File: src/rtl/ctrl_pkg.sv
// Shared encodings for the multicycle controller: state enum, opcode/funct
// constants, ALU operation classes and the alucontrol field layout.
package ctrl_pkg;

  typedef enum logic [3:0] {
    S_FETCH   = 4'd0,
    S_DECODE  = 4'd1,
    S_MEMADR  = 4'd2,
    S_MEMRD   = 4'd3,
    S_MEMWB   = 4'd4,
    S_MEMWR   = 4'd5,
    S_RTYPE   = 4'd6,
    S_ALUWB   = 4'd7,
    S_IMMEX   = 4'd8,
    S_IMMWB   = 4'd9,
    S_BRANCH  = 4'd10,
    S_JUMP    = 4'd11,
    S_JAL     = 4'd12,
    S_JR      = 4'd13,
    S_ILLEGAL = 4'd14
  } state_e;

  localparam logic [5:0] OP_RTYPE = 6'b000000;
  localparam logic [5:0] OP_J     = 6'b000010;
  localparam logic [5:0] OP_JAL   = 6'b000011;
  localparam logic [5:0] OP_BEQ   = 6'b000100;
  localparam logic [5:0] OP_BNE   = 6'b000101;
  localparam logic [5:0] OP_ADDI  = 6'b001000;
  localparam logic [5:0] OP_SLTI  = 6'b001010;
  localparam logic [5:0] OP_LW    = 6'b100011;
  localparam logic [5:0] OP_SW    = 6'b101011;

  localparam logic [5:0] FN_SLL  = 6'b000000;
  localparam logic [5:0] FN_SRL  = 6'b000010;
  localparam logic [5:0] FN_SRA  = 6'b000011;
  localparam logic [5:0] FN_SLLV = 6'b000100;
  localparam logic [5:0] FN_SRLV = 6'b000110;
  localparam logic [5:0] FN_SRAV = 6'b000111;
  localparam logic [5:0] FN_JR   = 6'b001000;
  localparam logic [5:0] FN_ADD  = 6'b100000;
  localparam logic [5:0] FN_ADDU = 6'b100001;
  localparam logic [5:0] FN_SUB  = 6'b100010;
  localparam logic [5:0] FN_SUBU = 6'b100011;
  localparam logic [5:0] FN_AND  = 6'b100100;
  localparam logic [5:0] FN_OR   = 6'b100101;
  localparam logic [5:0] FN_XOR  = 6'b100110;
  localparam logic [5:0] FN_NOR  = 6'b100111;
  localparam logic [5:0] FN_SLT  = 6'b101010;
  localparam logic [5:0] FN_SLTU = 6'b101011;

  typedef enum logic [1:0] {
    ALUOP_ADD   = 2'd0,
    ALUOP_SUB   = 2'd1,
    ALUOP_SLT   = 2'd2,
    ALUOP_FUNCT = 2'd3
  } aluop_e;

  // alucontrol = {negate_b[5], unsigned[4], unit[3:2], op_hi[1], op_lo[0]}
  localparam logic [1:0] AC_UNIT_ARITH = 2'b00;
  localparam logic [1:0] AC_UNIT_LOGIC = 2'b01;
  localparam logic [1:0] AC_UNIT_SHIFT = 2'b10;
  localparam logic [1:0] AC_UNIT_SLT   = 2'b11;

  function automatic logic [5:0] ac_pack(input logic negb, input logic uns,
                                         input logic [1:0] unit,
                                         input logic op_hi, input logic op_lo);
    return {negb, uns, unit, op_hi, op_lo};
  endfunction

  function automatic logic funct_is_alu(input logic [5:0] fn);
    return fn inside {FN_ADD, FN_ADDU, FN_SUB, FN_SUBU, FN_AND, FN_OR, FN_XOR,
                      FN_NOR, FN_SLT, FN_SLTU, FN_SLL, FN_SRL, FN_SRA,
                      FN_SLLV, FN_SRLV, FN_SRAV};
  endfunction

  function automatic logic funct_is_shamt(input logic [5:0] fn);
    return fn inside {FN_SLL, FN_SRL, FN_SRA};
  endfunction

endpackage

File: src/rtl/alu_decoder.sv
// Combinational ALU decoder: operation class plus funct field to the
// alucontrol fields expected by the ALU.
module alu_decoder
  import ctrl_pkg::*;
(
  input  aluop_e     aluop,
  input  logic [5:0] funct,
  output logic [5:0] alucontrol
);

  always_comb begin
    alucontrol = ac_pack(1'b0, 1'b0, AC_UNIT_ARITH, 1'b0, 1'b0);
    case (aluop)
      ALUOP_SUB: alucontrol = ac_pack(1'b1, 1'b0, AC_UNIT_ARITH, 1'b0, 1'b0);
      ALUOP_SLT: alucontrol = ac_pack(1'b1, 1'b0, AC_UNIT_SLT, 1'b0, 1'b0);
      ALUOP_FUNCT: begin
        case (funct)
          FN_ADDU: alucontrol = ac_pack(1'b0, 1'b1, AC_UNIT_ARITH, 1'b0, 1'b0);
          FN_SUB:  alucontrol = ac_pack(1'b1, 1'b0, AC_UNIT_ARITH, 1'b0, 1'b0);
          FN_SUBU: alucontrol = ac_pack(1'b1, 1'b1, AC_UNIT_ARITH, 1'b0, 1'b0);
          FN_AND:  alucontrol = ac_pack(1'b0, 1'b0, AC_UNIT_LOGIC, 1'b0, 1'b0);
          FN_OR:   alucontrol = ac_pack(1'b0, 1'b0, AC_UNIT_LOGIC, 1'b0, 1'b1);
          FN_XOR:  alucontrol = ac_pack(1'b0, 1'b0, AC_UNIT_LOGIC, 1'b1, 1'b0);
          FN_NOR:  alucontrol = ac_pack(1'b0, 1'b0, AC_UNIT_LOGIC, 1'b1, 1'b1);
          FN_SLT:  alucontrol = ac_pack(1'b1, 1'b0, AC_UNIT_SLT, 1'b0, 1'b0);
          FN_SLTU: alucontrol = ac_pack(1'b1, 1'b1, AC_UNIT_SLT, 1'b0, 1'b0);
          // constant and variable shifts differ only in the A-input select
          FN_SLL, FN_SLLV: alucontrol = ac_pack(1'b0, 1'b0, AC_UNIT_SHIFT, 1'b0, 1'b0);
          FN_SRL, FN_SRLV: alucontrol = ac_pack(1'b0, 1'b0, AC_UNIT_SHIFT, 1'b0, 1'b1);
          FN_SRA, FN_SRAV: alucontrol = ac_pack(1'b0, 1'b0, AC_UNIT_SHIFT, 1'b1, 1'b1);
          default: ;
        endcase
      end
      default: ;
    endcase
  end

endmodule

File: src/rtl/multicycle_ctrl.sv
// Multicycle MIPS control FSM over a shared ALU and unified memory.
// Define MULTICYCLE_PERF_CNT_EN to enable the cycle/instruction counters.
//
// state   | meaning
// FETCH   | read instr at pc, pc+4 on mem_ready
// DECODE  | branch target into ALUOut, dispatch on opcode
// MEMADR  | base + signimm for lw/sw
// MEMRD   | data read, wait for mem_ready
// MEMWB   | memory data to rt
// MEMWR   | store strobe held until mem_ready
// RTYPE   | A op B (or shamt) per funct
// ALUWB   | ALU result to rd
// IMMEX   | A + / slt signimm
// IMMWB   | ALU result to rt
// BRANCH  | compare, pc <= ALUOut if taken
// JUMP    | pc <= jump target
// JAL     | pc <= jump target, r31 <= pc
// JR      | pc <= rs
// ILLEGAL | unknown opcode/funct, flag sticky
module multicycle_ctrl
  import ctrl_pkg::*;
#(
  parameter bit ILLEGAL_HALT      = 1'b1,
  parameter bit RESET_STATE_FETCH = 1'b1
) (
  input  logic        clk,
  input  logic        reset,
  input  logic [5:0]  opcode,
  input  logic [5:0]  funct,
  input  logic        zero,
  input  logic        mem_ready,
  output logic        mem_req,
  output logic        iord,
  output logic        memwrite,
  output logic        irwrite,
  output logic        pc_en,
  output logic [1:0]  pcsrc,
  output logic        alusrca,
  output logic [1:0]  alusrcb,
  output logic        chooseShift,
  output logic        regwrite,
  output logic [1:0]  regdst,
  output logic        memtoreg,
  output logic        jal,
  output logic [5:0]  alucontrol,
  output logic        illegal,
  output logic [3:0]  state_o,
  output logic [31:0] cycle_count,
  output logic [31:0] instr_count
);

  if (RESET_STATE_FETCH != 1'b1) begin : g_bad_reset_state
    $error("multicycle_ctrl: RESET_STATE_FETCH must be 1");
  end

  state_e state_q, state_n;
  logic   illegal_q;
  aluop_e aluop;

  always_comb begin
    state_n = state_q;
    case (state_q)
      S_FETCH:  if (mem_ready) state_n = S_DECODE;
      S_DECODE: begin
        case (opcode)
          OP_LW, OP_SW:     state_n = S_MEMADR;
          OP_RTYPE: begin
            if (funct == FN_JR)          state_n = S_JR;
            else if (funct_is_alu(funct)) state_n = S_RTYPE;
            else                          state_n = S_ILLEGAL;
          end
          OP_BEQ, OP_BNE:   state_n = S_BRANCH;
          OP_ADDI, OP_SLTI: state_n = S_IMMEX;
          OP_J:             state_n = S_JUMP;
          OP_JAL:           state_n = S_JAL;
          default:          state_n = S_ILLEGAL;
        endcase
      end
      S_MEMADR: state_n = (opcode == OP_SW) ? S_MEMWR : S_MEMRD;
      S_MEMRD:  if (mem_ready) state_n = S_MEMWB;
      S_MEMWR:  if (mem_ready) state_n = S_FETCH;
      S_RTYPE:  state_n = S_ALUWB;
      S_IMMEX:  state_n = S_IMMWB;
      S_MEMWB, S_ALUWB, S_IMMWB, S_BRANCH, S_JUMP, S_JAL, S_JR:
                state_n = S_FETCH;
      S_ILLEGAL: if (!ILLEGAL_HALT) state_n = S_FETCH;
      default:  state_n = S_FETCH;
    endcase
  end

  always_ff @(posedge clk or posedge reset) begin
    if (reset) begin
      state_q   <= S_FETCH;
      illegal_q <= 1'b0;
    end else begin
      state_q <= state_n;
      if (state_n == S_ILLEGAL) illegal_q <= 1'b1;
    end
  end

  // Outputs are gated by reset so an in-flight access is dropped at once.
  always_comb begin
    mem_req     = 1'b0;
    iord        = 1'b0;
    memwrite    = 1'b0;
    irwrite     = 1'b0;
    pc_en       = 1'b0;
    pcsrc       = 2'b00;
    alusrca     = 1'b0;
    alusrcb     = 2'b00;
    chooseShift = 1'b0;
    regwrite    = 1'b0;
    regdst      = 2'b00;
    memtoreg    = 1'b0;
    jal         = 1'b0;
    aluop       = ALUOP_ADD;
    if (!reset) begin
      case (state_q)
        S_FETCH: begin
          mem_req = 1'b1;
          alusrcb = 2'b01;
          irwrite = mem_ready;
          pc_en   = mem_ready;
        end
        S_DECODE: alusrcb = 2'b11;
        S_MEMADR: begin
          alusrca = 1'b1;
          alusrcb = 2'b10;
        end
        S_MEMRD: begin
          mem_req = 1'b1;
          iord    = 1'b1;
        end
        S_MEMWB: begin
          regwrite = 1'b1;
          memtoreg = 1'b1;
        end
        S_MEMWR: begin
          mem_req  = 1'b1;
          iord     = 1'b1;
          memwrite = 1'b1;
        end
        S_RTYPE: begin
          alusrca     = 1'b1;
          aluop       = ALUOP_FUNCT;
          chooseShift = funct_is_shamt(funct);
        end
        S_ALUWB: begin
          regwrite = 1'b1;
          regdst   = 2'b01;
        end
        S_IMMEX: begin
          alusrca = 1'b1;
          alusrcb = 2'b10;
          aluop   = (opcode == OP_SLTI) ? ALUOP_SLT : ALUOP_ADD;
        end
        S_IMMWB: regwrite = 1'b1;
        S_BRANCH: begin
          alusrca = 1'b1;
          aluop   = ALUOP_SUB;
          pcsrc   = 2'b01;
          pc_en   = (opcode == OP_BNE) ? ~zero : zero;
        end
        S_JUMP: begin
          pcsrc = 2'b10;
          pc_en = 1'b1;
        end
        S_JAL: begin
          pcsrc    = 2'b10;
          pc_en    = 1'b1;
          regwrite = 1'b1;
          regdst   = 2'b10;
          jal      = 1'b1;
        end
        S_JR: begin
          pcsrc = 2'b11;
          pc_en = 1'b1;
        end
        default: ;
      endcase
    end
  end

  alu_decoder u_alu_decoder (
    .aluop      (aluop),
    .funct      (funct),
    .alucontrol (alucontrol)
  );

  assign illegal = illegal_q;
  assign state_o = state_q;

`ifdef MULTICYCLE_PERF_CNT_EN
  logic [31:0] cycle_q, instr_q;

  // DECODE never returns to FETCH, so any entry into FETCH retires one instruction.
  always_ff @(posedge clk or posedge reset) begin
    if (reset) begin
      cycle_q <= 32'd0;
      instr_q <= 32'd0;
    end else begin
      cycle_q <= cycle_q + 32'd1;
      if (state_n == S_FETCH && state_q != S_FETCH) instr_q <= instr_q + 32'd1;
    end
  end

  assign cycle_count = cycle_q;
  assign instr_count = instr_q;
`else
  assign cycle_count = 32'd0;
  assign instr_count = 32'd0;
`endif

endmodule

File: config.mk
export PLATFORM = sky130hd
export DESIGN_NAME = multicycle_ctrl
export DESIGN_NICKNAME = d
export VERILOG_FILES = /design/src/rtl/ctrl_pkg.sv /design/src/rtl/alu_decoder.sv /design/src/rtl/multicycle_ctrl.sv
export SDC_FILE = /design/constraint.sdc
export NUM_CORES = 1
export LEC_CHECK = 0
export CAP_MARGIN = 5
export CORE_ASPECT_RATIO = 1.25
export CORE_MARGIN = 3
export CORE_UTILIZATION = 37
export DETAILED_ROUTE_END_ITERATION = 7
export PLACE_DENSITY = 0.95
export SYNTH_ARGS = -nofsm -noshare
export SYNTH_HDL_FRONTEND = slang
export SYNTH_SLANG_ARGS = --single-unit
File: constraint.sdc
create_clock -name clk -period 4.9 [get_ports clk]
set_clock_uncertainty 0.1 [all_clocks]
set_input_delay 1.225 -clock clk [delete_from_list [all_inputs] [get_ports clk]]
set_output_delay 1.225 -clock clk [all_outputs]
set_load 0.01 [all_outputs]
* After elaboration in Yosys (flattened, before gate mapping) *
Index checks and enable logic that the tools add are counted.

operators by class
  eq/ne operators = 42
  muxes and demuxes = 40
  bitwise gates (word level) = 1
  reduce and logical (&&, ||, !) cells = 18

operators by type and width
  operator            number
  $eq 6x6->1 const B  12
  $pmux 6 s12         1
  $eq 4x4->1 const B  8
  $pmux 4 s8          1
  $eq 6x3->1 const B  5
  $eq 6x2->1 const B  4
  $pmux 4 s6          1
  $mux 1              20
  $mux 4              5
  $eq 6x4->1 const B  3
  $pmux 2 s3          3
  $pmux 6 s3          1
  $reduce_or 2->1     9
  $eq 4x3->1 const B  4
  $reduce_bool 16->1  1
  $logic_not 6->1     2
  $mux 2              5
  $eq 4x2->1 const B  2
  $reduce_or 4->1     2
  $reduce_or 3->1     2
  $eq 2x2->1 const B  2
  $eq 4x1->1 const B  1
  $logic_not 4->1     1
  $pmux 2 s2          1
  5 further kinds     5

storage, ports and cells
  register bits after elaboration = 5
  input bits = 16
  output and inout port bits = 91
  word-level logic and storage cells = 103

* Longest topological paths before layout *
  depth in word-level cells = 7
  gate-level depth with buffers = 6
  depth with buffers taken out = 5

* Hierarchy *
A second synthesis with hierarchy kept.

unflattened totals
  cell total of the unflattened synthesis = 222
  area, all modules = 1507.7 um^2

modules (own cells, without submodules)
  module           instances  cells an instance  area each (um^2)  seq. area each (um^2)
  multicycle_ctrl  1          195                1315.0            125.1
  alu_decoder      1          27                 192.7             0.0

* Worst setup path after synthesis *
Ideal clock, no wire load.

  path type = input-to-output
  from = input opcode[3]
  to = output alucontrol[5]
  arrival = 2.417 ns
  data required time = 3.575 ns
  slack = 1.158 ns
  stages = 5
  path buffers = 1
  path through = clkbuf_1 -> inv_1 -> or4_1 -> nand2_1 -> a2bb2oi_1

on the way
  longest elaborated chain between the ends = 6
  elaborated cells on any way between the ends = 8
  those cells by class = eq/ne: 4; mux: 4

ends and longest elaborated chain
  element                                   RTL line                RTL
  start, declared                           multicycle_ctrl.sv:28   input logic [5:0] opcode,
  $eq 6x4->1 (*)                            multicycle_ctrl.sv:155  aluop = (opcode == OP_SLTI) ? ALUOP_SLT : ALUOP_ADD;
  $mux 2 (*)                                multicycle_ctrl.sv:155
  $pmux 2 s3 (*)                            multicycle_ctrl.sv:118  case (state_q)
  $mux 2 (*)                                multicycle_ctrl.sv:117  if (!reset) begin
  $eq 2x2->1 or $eq 2x1->1 (tied branches)  alu_decoder.sv:13       case (aluop)
  $pmux 6 s3 (*)                            alu_decoder.sv:13
  end, declared                             multicycle_ctrl.sv:45   output logic [5:0] alucontrol,

Every way passes the cells marked *; elsewhere a longest branch is shown, timed or not.

* Final worst setup path *
  from = input opcode[0]
  to = output alucontrol[2]

Same word-level chain as after synthesis.

==> results by group <==
STA
  – Slew @ Worst Pin: 0.6067 ns
  – Hold Vio Cnt, Final: 0
  – Fmax: 210.4 MHz
  – RSZ-0062 raised after global routing: no
  – Hold Slack: 0.3969 ns
  – Final worst path period share: 97.00%
  – Crit path time final: 4.753 ns
  – Setup-failing EPs final: 0
  – Slew Viols, Final: 0
  – Slew Limit Headroom: 59.56%
  – Aggregate negative setup slack: 0 ns

Critical path
  – R2R Setup Slk: 2.80 ns
  – Worst Path Required: 3.58 ns
  – Crit end category: primary output
  – Critical path fanouts, max: 3
  – WS Path Type: primary input to primary output
  – Crit path DAT: 3.43 ns
  – CP Launch Type: primary input

Routing
  – Drt pass-1 iters: 4
  – DR vias/cell: 4.972
  – Starting DRT DRC Count: 81
  – Drt total wl: 3636 um
  – DR vias: 1432
  – DR DRC count: 0
  – Avg WL per Cell: 12.63 um
  – Final ANT Viol Nets: 0

Pwr
  – Pwr dens: 358.8 mW/mm^2
  – Pleak: 0.0007792 uW
  – Maximum vdd ir drop: 280.1 uV

Clock tree
  – CTS Buf Count: 3
  – CTS tree: built
  – Hold buffer count at cts: 0
  – Post-CTS sizing: 0
  – Post-CTS Setup Inserts: 0
  – Htree depth: 1
  – CTS root buffer: clkbuf_8
  – Worst-case clock buffer depth: 2
  – Reg clk slew, reported paths: 0.03 ns
  – CTS sink cnt: 5
  – Worst skew pair latency: 0.23 ns

Global route
  – Largest net degree at the start of global routing: 21
  – First-pass GRT wire length: 5209 um
  – Vias in the first global route: 1183
  – Initial antenna violation count: 0
  – Top Usage Layer GRT: met2
  – Met3 usage: 1.372%
  – Met1 usage: 16.72%
  – Met2 Track Usage GR: 26.35%
  – Total grt overflow: 0
  – GRT Util Overall: 14.68%

Placed design
  – Gpl congestion: 0.9233
  – DP Cell Count: 284
  – DP Wirelength: 2895 um
  – Placed inst area: 0.001664 sq mm
  – Port Buf Inserts: 42

Synthesis
  – Syn avg cell area: 6.900 sq um
  – Synth Instances: 204
  – YS warnings: 0
  – Largest area contributor in the netlist: buf_4
  – Post-synth top area share: 34.67%
  – Area contributors post-synth: buf_4 (35%), dfrtp_1 (8.9%), nor2_1 (4.0%)
  – Synth Cell Area: 0.001408 sq mm
  – Register area share after synthesis: 8.889%
  – Ys async rst share: 100.0%
  – Unique masters post-synth: 50
  – Number of synthesized flops with an enable pin: 0
  – #FFs+latches synth: 5
  – Top_reg_cell synth: dfrtp_1

Hold path
  – Type of the worst min-delay path: flip-flop to flip-flop

Final layout
  – N_diodes: 0
  – Fill count: 354
  – Sequential cell area: 125.1 sq um
  – Area delta synth->final: 21.42%
  – Multi-input logic area: 964.7 sq um
  – Post-Layout Cell Count: 288
  – Finished Core Util: 47.83%
  – Share of cells above drive strength 1: 8.835%
  – Finished Cell Area: 0.001709 sq mm
  – Final #Nets: 266

Run
  – Max Cap Violations: 0

Die
  – Full die area: 0.004585 sq mm
  – Core Rows: 24
  – Initial Util: 39.39%
  – I/O pins: 107
  – Die W: 61.17 um
  – Die Span Y: 74.96 um
  – Core Area: 0.003573 sq mm

Status
  – Status: finished, final reports clean
## synthesized netlist by cell type (2+ instances only)
master     count
nand3_1        6
inv_1          7
nand2b_1       4
a221o_1        2
dfrtp_1        5
o2111ai_1      2
nor2b_1        7
a21oi_1       10
nor3b_1        2
and3_1         2
o31ai_1        4
nor3_1        11
o211a_1        2
clkbuf_1       5
o21ai_0        8
or3_1          2
nor2_1        15
buf_4         65
nand2_1       11
buf_1          2
nand3b_1       2
buf_2          2
## metrics by stage
stage               setup WS, ns  total power (uW)
finish                    0.1469             613.2
global route             0.02416             655.4
CTS                       0.1119             609.0
detailed placement        0.1140             524.1
global placement          0.1309             511.6
floorplan                  1.158             402.1
## sequential cells by signal (all words and copies together) (netlist names)
signal   cells
illegal      1
state_o      4
## cell type report
class,count,area share (%)
clock buffers,4,2.635
inverters,8,1.757
multi-input cells,180,56.44
flip-flops and latches,5,7.321
well taps,39,2.855
repair buffers,52,28.99
## per-layer routing
metal  part of all wire, %  vias to the layer above
li1                      -                      680
met1                    36                      635
met2                    51                      106
met3                    10                       11
met4                   2.7                        0
met5                     0                        -
## layout by cell type (no fill, tap or decap), types with 3 or more instances in the layout
master / n
a21oi_1: 10
buf_4: 10
clkbuf_8: 3
clkdlybuf4s50_1: 42
conb_1: 64
dfrtp_1: 5
inv_1: 7
nand2_1: 11
nand2b_1: 4
nand3_1: 6
nor2_1: 15
nor2b_1: 7
nor3_1: 11
o21ai_0: 8
o31ai_1: 4
## power breakdown
| part | switching [uW] | internal (uW) | leakage (uW) |
|---|---|---|---|
| registers | 54.7 | 59.9 | 0.0000629 |
| clock network | 23.3 | 56.1 | 0.0000228 |
| logic | 222 | 197 | 0.000693 |
## kinds of logic after synthesis
kind of cell	count (synthesis)	synth area share [%]
DFF	5	8.889
buffers and inverters	82	39.38
xor gates and xnor gates	1	0.6223
and+or+nand+nor	74	30.13
AOI/OAI and AO/OA	40	20.00
muxes	1	0.7111
other	1	0.2664
## final timing paths
check                           startpoint       endpoint  cells after the start
worst max-delay path             opcode[0]  alucontrol[2]                      7
worst min-delay path               illegal        illegal                      1
worst max register to register  state_o[2]        illegal                      5
max in group asynchronous            reset     state_o[0]                      3
min in group asynchronous            reset     state_o[1]                      3
worst min register to register     illegal        illegal                      1
## critical path, stage by stage
cell and delay, ns:
clkdlybuf4s50_1 0.46, nor4_4 0.37, nand3_1 0.10, or4_1 0.45, buf_4 0.16, o31ai_1 0.06
clkdlybuf4s50_1 0.58
Power figures use the tool's default switching activity.
